--- src/rtl/ifu_pc_gen_pkg.sv ---
// Shared types and constants for the instruction-fetch PC generator.
// Optional BTB is enabled by defining IFU_BTB_EN.
package ifu_pc_gen_pkg;

  localparam int unsigned CPU_WIDTH = 32;

  localparam logic [6:0] OPC_JAL    = 7'b1101111;
  localparam logic [6:0] OPC_JALR   = 7'b1100111;
  localparam logic [6:0] OPC_BRANCH = 7'b1100011;

  localparam logic [CPU_WIDTH-1:0] INST_ZERO = '0;

  typedef enum logic {
    ST_BOOT = 1'b0,
    ST_RUN  = 1'b1
  } ifu_state_t;

  // Static-prediction result for the word currently on the fetch bus
  typedef struct packed {
    logic                 taken;
    logic [CPU_WIDTH-1:0] target;
  } ifu_pred_t;

endpackage

--- src/rtl/ifu_pc_gen_if.sv ---
// Fetch-stage bundle: hazard/redirect controls, imem port, IF/ID outputs, BTB update.
interface ifu_pc_gen_if;
  import ifu_pc_gen_pkg::*;

  logic                 stall;
  logic                 redirect;
  logic [CPU_WIDTH-1:0] redirect_pc;
  logic [CPU_WIDTH-1:0] imem_addr;
  logic [CPU_WIDTH-1:0] imem_inst;
  logic [CPU_WIDTH-1:0] inst;
  logic [CPU_WIDTH-1:0] curr_pc;
  logic [CPU_WIDTH-1:0] next_pc;
  logic                 control_hazard;
  logic                 fetch_valid;
  logic                 btb_upd_en;
  logic [CPU_WIDTH-1:0] btb_upd_pc;
  logic [CPU_WIDTH-1:0] btb_upd_target;

  // Pipeline/memory side
  modport master (
    output stall, redirect, redirect_pc, imem_inst,
    output btb_upd_en, btb_upd_pc, btb_upd_target,
    input  imem_addr, inst, curr_pc, next_pc, control_hazard, fetch_valid
  );

  // Fetch unit side
  modport slave (
    input  stall, redirect, redirect_pc, imem_inst,
    input  btb_upd_en, btb_upd_pc, btb_upd_target,
    output imem_addr, inst, curr_pc, next_pc, control_hazard, fetch_valid
  );

endinterface

--- src/rtl/ifu_pc_gen_btb.sv ---
// Direct-mapped branch target buffer: combinational lookup, posedge update.
// Instantiated by ifu_pc_gen only when IFU_BTB_EN is defined.
module ifu_pc_gen_btb
  import ifu_pc_gen_pkg::*;
#(
  parameter int unsigned ENTRIES = 4
) (
  input  logic                 clk,
  input  logic                 rst,
  input  logic [CPU_WIDTH-1:0] i_lookup_pc,
  output logic                 o_hit,
  output logic [CPU_WIDTH-1:0] o_target,
  input  logic                 i_upd_en,
  input  logic [CPU_WIDTH-1:0] i_upd_pc,
  input  logic [CPU_WIDTH-1:0] i_upd_target
);

  localparam int unsigned IDX_W = $clog2(ENTRIES);
  localparam int unsigned TAG_W = CPU_WIDTH - 2 - IDX_W;

  logic [ENTRIES-1:0]   r_valid;
  logic [TAG_W-1:0]     r_tag    [ENTRIES];
  logic [CPU_WIDTH-1:0] r_target [ENTRIES];

  logic [IDX_W-1:0] w_lk_idx;
  logic [TAG_W-1:0] w_lk_tag;
  logic [IDX_W-1:0] w_up_idx;
  logic [TAG_W-1:0] w_up_tag;
  logic             w_unused_low;

  assign w_lk_idx     = i_lookup_pc[2 +: IDX_W];
  assign w_lk_tag     = i_lookup_pc[CPU_WIDTH-1 -: TAG_W];
  assign w_up_idx     = i_upd_pc[2 +: IDX_W];
  assign w_up_tag     = i_upd_pc[CPU_WIDTH-1 -: TAG_W];
  assign w_unused_low = ^{i_lookup_pc[1:0], i_upd_pc[1:0]};

  // Reads come from registered storage, so a same-cycle write is not visible yet
  assign o_hit    = r_valid[w_lk_idx] && (r_tag[w_lk_idx] == w_lk_tag);
  assign o_target = r_target[w_lk_idx];

  always_ff @(posedge clk) begin
    if (rst) begin
      r_valid <= '0;
    end else if (i_upd_en) begin
      r_valid[w_up_idx] <= 1'b1;
    end
  end

  // Tag/target need no reset: they are qualified by r_valid
  always_ff @(posedge clk) begin
    if (i_upd_en) begin
      r_tag[w_up_idx]    <= w_up_tag;
      r_target[w_up_idx] <= i_upd_target;
    end
  end

endmodule

--- src/rtl/ifu_pc_gen.sv ---
// Instruction-fetch PC generator with static branch pre-decode.
// Define IFU_BTB_EN to add a direct-mapped BTB that overrides static prediction.
module ifu_pc_gen
  import ifu_pc_gen_pkg::*;
#(
  parameter logic [CPU_WIDTH-1:0] RESET_PC    = 32'h0000_0000,
  parameter int unsigned          BTB_ENTRIES = 4
) (
  input  logic         clk,
  input  logic         rst,
  ifu_pc_gen_if.slave  bus
);

  function automatic logic [CPU_WIDTH-1:0] imm_j(input logic [CPU_WIDTH-1:0] i);
    return {{12{i[31]}}, i[19:12], i[20], i[30:21], 1'b0};
  endfunction

  function automatic logic [CPU_WIDTH-1:0] imm_b(input logic [CPU_WIDTH-1:0] i);
    return {{20{i[31]}}, i[7], i[30:25], i[11:8], 1'b0};
  endfunction

  ifu_state_t           r_state;
  logic [CPU_WIDTH-1:0] r_pc;

  logic                 w_run;
  logic [CPU_WIDTH-1:0] w_pc_plus4;
  logic [CPU_WIDTH-1:0] w_sum;
  ifu_pred_t            w_static;
  logic                 w_btb_hit;
  logic [CPU_WIDTH-1:0] w_btb_target;
  logic                 w_pred_taken;
  logic [CPU_WIDTH-1:0] w_pred_next;
  logic [CPU_WIDTH-1:0] w_next_pc;

  assign w_run      = (r_state == ST_RUN);
  assign w_pc_plus4 = r_pc + CPU_WIDTH'(4);

  // Static prediction: JAL always taken, conditional branch taken only when backward
  always_comb begin
    w_sum    = w_pc_plus4;
    w_static = '{taken: 1'b0, target: w_pc_plus4};
    case (bus.imem_inst[6:0])
      OPC_JAL: begin
        w_sum    = r_pc + imm_j(bus.imem_inst);
        w_static = '{taken: 1'b1, target: {w_sum[CPU_WIDTH-1:1], 1'b0}};
      end
      OPC_BRANCH: begin
        w_sum = r_pc + imm_b(bus.imem_inst);
        if (bus.imem_inst[31]) begin
          w_static = '{taken: 1'b1, target: {w_sum[CPU_WIDTH-1:1], 1'b0}};
        end
      end
      OPC_JALR: begin
        w_static = '{taken: 1'b0, target: w_pc_plus4};
      end
      default: begin
        w_static = '{taken: 1'b0, target: w_pc_plus4};
      end
    endcase
  end

`ifdef IFU_BTB_EN
  ifu_pc_gen_btb #(
    .ENTRIES (BTB_ENTRIES)
  ) u_btb (
    .clk          (clk),
    .rst          (rst),
    .i_lookup_pc  (r_pc),
    .o_hit        (w_btb_hit),
    .o_target     (w_btb_target),
    .i_upd_en     (bus.btb_upd_en),
    .i_upd_pc     (bus.btb_upd_pc),
    .i_upd_target (bus.btb_upd_target)
  );
`else
  logic w_unused_btb;
  assign w_btb_hit    = 1'b0;
  assign w_btb_target = '0;
  assign w_unused_btb = ^{bus.btb_upd_en, bus.btb_upd_pc, bus.btb_upd_target,
                          CPU_WIDTH'(BTB_ENTRIES)};
`endif

  assign w_pred_taken = w_btb_hit | w_static.taken;
  assign w_pred_next  = w_btb_hit ? w_btb_target : w_static.target;
  assign w_next_pc    = w_run ? w_pred_next : RESET_PC;

  // Priority: rst > redirect > stall > predicted next PC
  always_ff @(posedge clk) begin
    if (rst) begin
      r_state <= ST_BOOT;
      r_pc    <= RESET_PC;
    end else if (bus.redirect) begin
      r_state <= ST_RUN;
      r_pc    <= bus.redirect_pc;
    end else if (!bus.stall) begin
      r_state <= ST_RUN;
      r_pc    <= w_next_pc;
    end
  end

  assign bus.imem_addr      = r_pc;
  assign bus.inst           = w_run ? bus.imem_inst : INST_ZERO;
  assign bus.curr_pc        = w_run ? r_pc : RESET_PC;
  assign bus.next_pc        = w_next_pc;
  assign bus.control_hazard = w_run & w_pred_taken;
  assign bus.fetch_valid    = w_run;

endmodule

--- src/flat_wrapper.sv ---
// flat-port wrapper written by rule: the top's interface ports become plain ports
module ifu_pc_gen_flat import ifu_pc_gen_pkg::*;
#(
  parameter logic [CPU_WIDTH-1:0] RESET_PC    = 32'h0000_0000,
  parameter int unsigned          BTB_ENTRIES = 4
)
  (clk, rst, bus_stall, bus_redirect, bus_redirect_pc, bus_imem_inst, bus_btb_upd_en, bus_btb_upd_pc, bus_btb_upd_target, bus_imem_addr, bus_inst, bus_curr_pc, bus_next_pc, bus_control_hazard, bus_fetch_valid);
  ifu_pc_gen_if bus_i ();
  input  logic clk;
  input  logic rst;
  input wire logic [$bits(bus_i.stall)-1:0] bus_stall;
  input wire logic [$bits(bus_i.redirect)-1:0] bus_redirect;
  input wire logic [$bits(bus_i.redirect_pc)-1:0] bus_redirect_pc;
  input wire logic [$bits(bus_i.imem_inst)-1:0] bus_imem_inst;
  input wire logic [$bits(bus_i.btb_upd_en)-1:0] bus_btb_upd_en;
  input wire logic [$bits(bus_i.btb_upd_pc)-1:0] bus_btb_upd_pc;
  input wire logic [$bits(bus_i.btb_upd_target)-1:0] bus_btb_upd_target;
  output wire logic [$bits(bus_i.imem_addr)-1:0] bus_imem_addr;
  output wire logic [$bits(bus_i.inst)-1:0] bus_inst;
  output wire logic [$bits(bus_i.curr_pc)-1:0] bus_curr_pc;
  output wire logic [$bits(bus_i.next_pc)-1:0] bus_next_pc;
  output wire logic [$bits(bus_i.control_hazard)-1:0] bus_control_hazard;
  output wire logic [$bits(bus_i.fetch_valid)-1:0] bus_fetch_valid;
  assign bus_i.stall = bus_stall;
  assign bus_i.redirect = bus_redirect;
  assign bus_i.redirect_pc = bus_redirect_pc;
  assign bus_i.imem_inst = bus_imem_inst;
  assign bus_i.btb_upd_en = bus_btb_upd_en;
  assign bus_i.btb_upd_pc = bus_btb_upd_pc;
  assign bus_i.btb_upd_target = bus_btb_upd_target;
  assign bus_imem_addr = bus_i.imem_addr;
  assign bus_inst = bus_i.inst;
  assign bus_curr_pc = bus_i.curr_pc;
  assign bus_next_pc = bus_i.next_pc;
  assign bus_control_hazard = bus_i.control_hazard;
  assign bus_fetch_valid = bus_i.fetch_valid;
  ifu_pc_gen #(.RESET_PC(RESET_PC), .BTB_ENTRIES(BTB_ENTRIES)) u_core (.clk(clk), .rst(rst), .bus(bus_i));
endmodule
--- config.mk ---
export PLATFORM = sky130hd
export DESIGN_NAME = ifu_pc_gen_flat
export DESIGN_NICKNAME = d
export VERILOG_FILES = /design/src/rtl/ifu_pc_gen_pkg.sv /design/src/rtl/ifu_pc_gen_if.sv /design/src/rtl/ifu_pc_gen_btb.sv /design/src/rtl/ifu_pc_gen.sv /design/src/flat_wrapper.sv
export SDC_FILE = /design/constraint.sdc
export NUM_CORES = 1
export LEC_CHECK = 0
export ABC_AREA = 1
export CAP_MARGIN = 25
export CORE_AREA = 5 5 174 134
export CTS_BUF_LIST = sky130_fd_sc_hd__clkbuf_2
export DETAILED_ROUTE_END_ITERATION = 10
export DIE_AREA = 0 0 179 139
export GPL_TIMING_DRIVEN = 0
export HOLD_SLACK_MARGIN = 0.05
export MAX_ROUTING_LAYER = met4
export SLEW_MARGIN = 40
export SYNTH_ARGS = -nofsm -noshare
export SYNTH_HDL_FRONTEND = slang
export SYNTH_HIERARCHICAL = 1
export SYNTH_SLANG_ARGS = --single-unit
--- constraint.sdc ---
create_clock -name clk -period 4.69 [get_ports clk]
set_clock_uncertainty 0.2 [all_clocks]
set_input_delay 0.938 -clock clk [delete_from_list [all_inputs] [get_ports clk]]
set_output_delay 0.938 -clock clk [all_outputs]
set_load 0.03 [all_outputs]
==> results of run 1 <==
[state kept, by name (all words and copies together), names as in the netlist]
| register | count |
|---|---|
| u_core/bus.fetch_valid | 1 |
| u_core/bus.imem_addr | 32 |
[kinds of logic (layout without fill, tap and decap cells)]
kind of cell / after synthesis / after routing / synth area share, %
flops: 33 / 33 / 8.99
simple gates: 837 / 837 / 49.4
compound gates: 188 / 188 / 14.1
fa+ha+maj: 46 / 46 / 8.03
buf+inv: 347 / 552 / 18.3
xor+xnor: 10 / 10 / 1.19
[through the flow]
stage | setup TNS (ns) | hold slack, ns | area (sq um) | power [W] | worst slack (ns)
after floorplan | 0 | 0.424 | 7350 | 0.000834 | 0.752
after global placement | -26.35 | 0.302 | 9670 | 0.00117 | -1.18
after detailed placement | -26.78 | 0.313 | 9670 | 0.00117 | -1.17
after CTS | 0 | 0.338 | 9760 | 0.00132 | 0.00665
after global routing | -0.00590 | 0.383 | 9800 | 0.00143 | -0.00500
final | 0 | 0.340 | 9800 | 0.00133 | 0.0666
[Yosys cell counts, drive strengths merged (3+ instances only)]
library cell  instances
or2                   6
nand2               542
ha                   44
nand3b                5
clkbuf               18
xor2                  5
nor2                 95
nand3               150
a31oi                15
a21o                  3
xnor2                 5
o21bai               10
o211ai                7
nor3                 21
nand4                15
inv                 308
dfxtp                33
a21oi                93
o21ai                56
buf                  20
[per-layer routing]
layer,wire (microns),up-vias
li1,-,4964
met1,17200,4536
met2,14400,502
met3,3520,39
met4,506,0
met5,0,-
[where the power goes]
| group | internal [W] | switching [W] | leakage, nW | total (W) |
|---|---|---|---|---|
| combinational | 0.000298 | 0.000553 | 5.14 | 0.000851 |
| clock | 0.0000325 | 0.000106 | 0.0278 | 0.000139 |
| sequential | 0.000296 | 0.0000483 | 0.272 | 0.000345 |
| total | 0.000626 | 0.000708 | 5.44 | 0.00133 |
[cell type report]
cell class	count	share of cell area (%)
Buffer	38	1.95
Clock buffer	5	0.255
Clock inverter	3	0.128
Inverter	309	11.8
Multi-Input combinational cell	1081	56.4
Sequential cell	33	6.74
Tap cell	294	3.75
Timing Repair Buffer	197	18.9
[placed cells by master (no fill, tap or decap), drive strengths merged, types with 3 or more instances in the layout]
cell type | netlist | routed
a21o | 3 | 3
a21oi | 93 | 93
a31oi | 15 | 15
buf | 20 | 30
clkbuf | 18 | 40
clkdlybuf4s50 | 0 | 163
clkinv | 1 | 5
dfxtp | 33 | 33
dlygate4sd2 | 0 | 5
ha | 44 | 44
inv | 308 | 307
nand2 | 542 | 542
nand3 | 150 | 150
nand3b | 5 | 5
nand4 | 15 | 15
nor2 | 95 | 95
nor3 | 21 | 21
o211ai | 7 | 7
o21ai | 56 | 56
o21bai | 10 | 10
or2 | 6 | 6
xnor2 | 5 | 5
xor2 | 5 | 5
[worst max-delay path by stage]
stage / from / cells past startpoint / end
after floorplan: bus_imem_inst[8] / 11 / bus_next_pc[21]
after global placement: bus_imem_inst[31] / 13 / bus_next_pc[25]
after detailed placement: bus_imem_inst[31] / 13 / bus_next_pc[25]
after CTS: bus_imem_inst[21] / 15 / bus_next_pc[23]
after global routing: bus_imem_inst[25] / 16 / bus_next_pc[19]
final: bus_imem_inst[8] / 14 / bus_next_pc[17]
[worst max-delay path: cells and delay by family]
family	cells	cell delay (ns)
AO/OA/AOI/OAI	2	0.41
adder cells (fa/ha/maj)	2	0.67
AND/OR/NAND/NOR	6	0.62
buffers and inverters	4	0.85
[timing repair]
item	CTS	global route
buffers inserted	1	1
pin swaps	1	1
resized for setup	96	69
endpoints found under the setup margin	33	27
==> reports/results.ini, run 1 <==
[clock_network]
clk_pin_slew_ns = 0.18
clk_latency_ns = 0.41
cts_buffers = 5
cts_hold_buf = 0
clock-sinks = 33
h-tree-depth = 2
cts_tree = built
root_buffer = clkbuf_2
cts_max_path_buffers = 2

[drt]
first_iter_violations = 932
postRouteAntennaNets = 0
route.detailed.drc = 0
via_count = 10000
dr.pass1.iters = 7
route.detailed.wl_per_inst_microns = 18.2
finalWirelength_microns = 35600
via_per_inst = 5.12

[logic_synthesis]
synthesis.area_sq_um = 7350
yosys_warnings = 6
synth_edf_count = 0
ys_seq_elements = 33
async_reset_ff_share_pct = 0
ys_types = 46
syn_nets = 1640
ys.flop_type = dfxtp_1
avgSynthCellArea_sq_um = 5.03
yosysTopAreaCellShare_pct = 26.7
synth_cells = 1461
synth_top_area_cell = nand2_1
synthTopCellsByArea = nand2_1 27%, inv_1 15%, nand3_1 9.8%, dfxtp_1 9.0%, ha_1 7.5%
ys_seq_area_share_pct = 8.99

[setup_path]
cp_cell_sequence = clkdlybuf4s50_1, ha_1, fa_2, nand3_1, nand3_2, nand2_1, nand2_1, a21oi_1, nor2_1, o211ai_1, buf_4, nand2_1, inv_1, buf_4
slowest_delay_ns = 0.43
r2r_slack_ns = 1.73
rr_startpoint = u_core/bus.imem_addr[12]$_SDFFE_PP0P_
crit_slowest_cell = clkdlybuf4s50_1
cpMostUsedCell = nand2_1
worstSetupPathType = input pin to primary output
crit_required_ns = 3.55
ff2ff_path_depth = 14
end_kind = primary output
start_kind = input pin
crit_arrival_ns = 3.49
rr_endpoint = u_core/bus.imem_addr[15]$_SDFFE_PP0P_
critPathMaxFanout = 4

[sta]
hold_violations = 0
rsz0062_at_grt = true
worstMarginPinSlew_ns = 0.774
timing.final.crit_share_pct = 98.6
max_freq_mhz = 216
fin_crit_ns = 4.62
maxSlewHeadroom_pct = 48.4
drv_slew = 0
finalSetupViolCount = 0

[place]
dp_cells = 1950
place.port_buffers = 195
hpwlAfterDp_microns = 30000
gp_congestion = 1.02

[pwr]
peakVddDrop_mv = 0.0820
cellPowerDensity_nw_per_um2 = 136
leakagePower_nw = 5.44

[status]
status = complete, no violations

[global_routing]
grt_overflow_total = 0
grtUsageMet3_pct = 4.39
grt_util_all_layers_pct = 28.7
grt_start_max_net_pins = 21
busiest_layer = met1
first_global_vias = 9394
use_met2_pct = 40.8
grt_pass1_wl_microns = 54000
grtUsageMet1_pct = 43.1
antenna_found_initial = 0

[cells_and_area]
fill_cells = 2430
multi_input_area_sq_um = 5530
regArea_sq_um = 661
layout.cells.non_filler = 1960
final_core_util_pct = 45.4
synthToLayoutAreaGrowth_pct = 33.3
drive_gt1_share_pct = 9.18
layout.nets = 1844
diodes = 0

[hold_path]
worstHoldPathCells = 2
hp-start = u_core/bus.imem_addr[0]$_SDFFE_PP0P_
hold_path.class = flop to flop
whs_endpoint = u_core/bus.imem_addr[0]$_SDFFE_PP0P_

[floorplanning]
die_area_sq_um = 24900
start_util_pct = 34.1
fp.dieW_microns = 179
fp.coreArea_sq_um = 21600
die_h_microns = 139
io_pins = 263
rows = 47

[run]
maxCapViolations = 0

(Power assumes the default switching activity.)
==> inputs of run 2 (changes only) <==
--- a/config.mk
+++ b/config.mk
@@ -14,6 +14,7 @@
 export GPL_TIMING_DRIVEN = 0
 export HOLD_SLACK_MARGIN = 0.05
 export MAX_ROUTING_LAYER = met4
+export SETUP_SLACK_MARGIN = 0.05
 export SLEW_MARGIN = 40
 export SYNTH_ARGS = -nofsm -noshare
 export SYNTH_HDL_FRONTEND = slang
==> reports/results.ini, run 2 (synthesis gave the netlist of run 1 again) <==
[drt]
route.detailed.wl_per_inst_microns = 18.3  ; was 18.2 microns
first_iter_violations = 924  ; was 932
route.detailed.drc = 0  ; unchanged
highest_layer = met4  ; unchanged
wl_met3_microns = 3500  ; was 3520 microns
dr_wl_met2_microns = 14600  ; was 14400 microns
via_per_inst = 5.13  ; was 5.12
finalWirelength_microns = 35800  ; was 35600 microns
dr.pass1.iters = 6  ; was 7
postRouteAntennaNets = 0  ; unchanged
via_count = 10100  ; was 10000
wl_met1_microns = 17300  ; was 17200 microns

[clock_network]
clk_latency_ns = 0.42  ; was 0.41 ns
h-tree-depth = 2  ; unchanged
root_buffer = clkbuf_2  ; unchanged
cts_max_path_buffers = 2  ; unchanged
cts_tree = built  ; unchanged
cts_hold_buf = 0  ; unchanged
clock-sinks = 33  ; unchanged
cts_buffers = 5  ; unchanged
clk_pin_slew_ns = 0.19  ; was 0.18 ns

[place]
hpwlAfterDp_microns = 30000  ; unchanged
gp_congestion = 1.02  ; unchanged
pre_cts_ws_ns = -1.17  ; unchanged
dp_cells = 1950  ; unchanged
place.port_buffers = 195  ; unchanged

[status]
status = complete, no violations  ; unchanged

[setup_path]
crit_required_ns = 3.55  ; about the same
path_buf_inv = 4  ; unchanged
cpMostUsedCell = nand2_1  ; unchanged
crit_arrival_ns = 3.45  ; was 3.49 ns
crit_slowest_cell = clkdlybuf4s50_1  ; unchanged
end_kind = primary output  ; unchanged
r2r_slack_ns = 1.75  ; was 1.73 ns
rr_endpoint = u_core/bus.imem_addr[30]$_SDFFE_PP0P_  ; was u_core/bus.imem_addr[15]$_SDFFE_PP0P_
slowest_delay_ns = 0.43  ; about the same
worstSetupPathType = input pin to primary output  ; unchanged
start_kind = input pin  ; unchanged
critPathMaxFanout = 4  ; unchanged
cp_cell_sequence = clkdlybuf4s50_1, ha_1, fa_2, nand3_1, nand3_2, nand2_1, nand2_1, a21oi_2, nor2_1, o211ai_1, buf_4, nand2_1, inv_1, buf_6  ; was clkdlybuf4s50_1, ha_1, fa_2, nand3_1, nand3_2, nand2_1, nand2_1, a21oi_1, nor2_1, o211ai_1, buf_4, nand2_1, inv_1, buf_4
cp_top_family = buffers and inverters  ; unchanged
ff2ff_path_depth = 12  ; was 14
rr_startpoint = u_core/bus.imem_addr[2]$_SDFFE_PP0P_  ; was u_core/bus.imem_addr[12]$_SDFFE_PP0P_

[floorplanning]
start_util_pct = 34.1  ; unchanged
rows = 47  ; unchanged
die_h_microns = 139  ; unchanged
die_area_sq_um = 24900  ; unchanged
fp.dieW_microns = 179  ; unchanged
io_pins = 263  ; unchanged
fp.coreArea_sq_um = 21600  ; unchanged

[cells_and_area]
synthToLayoutAreaGrowth_pct = 35.3  ; was 33.3%
layout.nets = 1845  ; was 1844
fill_cells = 2407  ; was 2430
diodes = 0  ; unchanged
layout.cells.non_filler = 1961  ; was 1960
drive_gt1_share_pct = 10.7  ; was 9.18%
final_core_util_pct = 46.1  ; was 45.4%
final_cell_mix = 506 x nand2_1, 292 x inv_1, 163 x clkdlybuf4s50_1, 128 x nand3_1, 82 x a21oi_1  ; was 514 x nand2_1, 292 x inv_1, 163 x clkdlybuf4s50_1, 134 x nand3_1, 85 x a21oi_1
layout_commonest_cell = nand2_1  ; unchanged
largest_reg_flops = 32  ; unchanged

[sta]
hold_violations = 0  ; unchanged
timing.final.crit_share_pct = 97.8  ; was 98.6%
setup_ws_ns = 0.102  ; was 0.0666 ns
finalSetupViolCount = 0  ; unchanged
fin_crit_ns = 4.59  ; was 4.62 ns
maxSlewHeadroom_pct = 45.1  ; was 48.4%
whs_ns = 0.343  ; was 0.340 ns
drv_slew = 0  ; unchanged
max_freq_mhz = 218  ; was 216 MHz
worstMarginPinSlew_ns = 0.824  ; was 0.774 ns
rsz0062_at_grt = true  ; unchanged

[global_routing]
grt_start_max_net_pins = 21  ; unchanged
grt_overflow_total = 0  ; unchanged
antenna_found_initial = 0  ; unchanged
first_global_vias = 9388  ; was 9394
grt_pass1_wl_microns = 54000  ; about the same
grt_util_all_layers_pct = 28.7  ; about the same

[pwr]
total_power_w = 0.00135  ; was 0.00133 W
peakVddDrop_mv = 0.0837  ; was 0.0820 mV
cellPowerDensity_nw_per_um2 = 136  ; about the same
leakagePower_nw = 5.46  ; was 5.44 nW

[hold_path]
worstHoldPathCells = 2  ; unchanged
whs_endpoint = u_core/bus.imem_addr[0]$_SDFFE_PP0P_  ; unchanged
hold_path.class = flop to flop  ; unchanged
hp-start = u_core/bus.imem_addr[0]$_SDFFE_PP0P_  ; unchanged

[run]
maxCapViolations = 0  ; unchanged

==> run 2: stage by stage <==
step / TNS [ns] / area [sq um]
after global placement: -26.35 / 9670
after floorplan: 0 / 7350
after global routing: 0 / 9950
final: 0 / 9950
after detailed placement: -26.78 / 9670
after CTS: 0 / 9750
==> run 2: timing repair <==
action                     in CTS  in global routing
pin swaps                       1                  4
buffers inserted                1                  2
gates resized for setup       111                105
setup endpoints to repair      33                 28
==> run 2: worst max-delay path by stage <==
stage / from / to / slack, ns / depth (start not counted)
2_1_floorplan: bus_imem_inst[8] / bus_next_pc[21] / 0.75 / 11
3_3_place_gp: bus_imem_inst[31] / bus_next_pc[25] / -1.18 / 13
3_5_place_dp: bus_imem_inst[31] / bus_next_pc[25] / -1.17 / 13
4_1_cts: bus_imem_inst[21] / bus_next_pc[11] / 0.05 / 16
5_1_grt: bus_imem_inst[21] / bus_next_pc[17] / 0.01 / 18
6_report: bus_imem_inst[8] / bus_next_pc[17] / 0.10 / 14
==> run 2: worst register-to-register path: cells and delay by family (launching register included) <==
family,cells,cell delay (ns)
AO/OA/AOI/OAI,1,0.06
adder cells (fa/ha/maj),1,0.31
buffers and inverters,1,0.11
flip-flops,1,0.77
AND/OR/NAND/NOR,9,1.37
==> run 2: where the power goes <==
| group | switching (W) | total (W) | internal (W) | leakage [nW] |
|---|---|---|---|---|
| clock | 0.000107 | 0.000139 | 0.0000325 | 0.0278 |
| combinational | 0.000560 | 0.000866 | 0.000306 | 5.16 |
| sequential | 0.0000487 | 0.000345 | 0.000296 | 0.272 |
==> run 2: layout make-up <==
class	count	area, sq um	share of cell area [%]
plain buffers	38	199	2.00
clock buffers	5	25.0	0.252
clock inverters	3	12.5	0.126
inverters	309	1160	11.7
multi-input cells	1081	5650	56.8
flip-flops and latches	33	661	6.64
well taps	294	368	3.70
repair buffers	198	1870	18.8
==> run 2: metal layers <==
layer  global-route usage, %  vias to the layer above
met4                    4.76                        0
li1                        -                     4955
met1                    43.1                     4576
met2                    40.8                      503
met5                       -                        -
met3                    4.39                       34
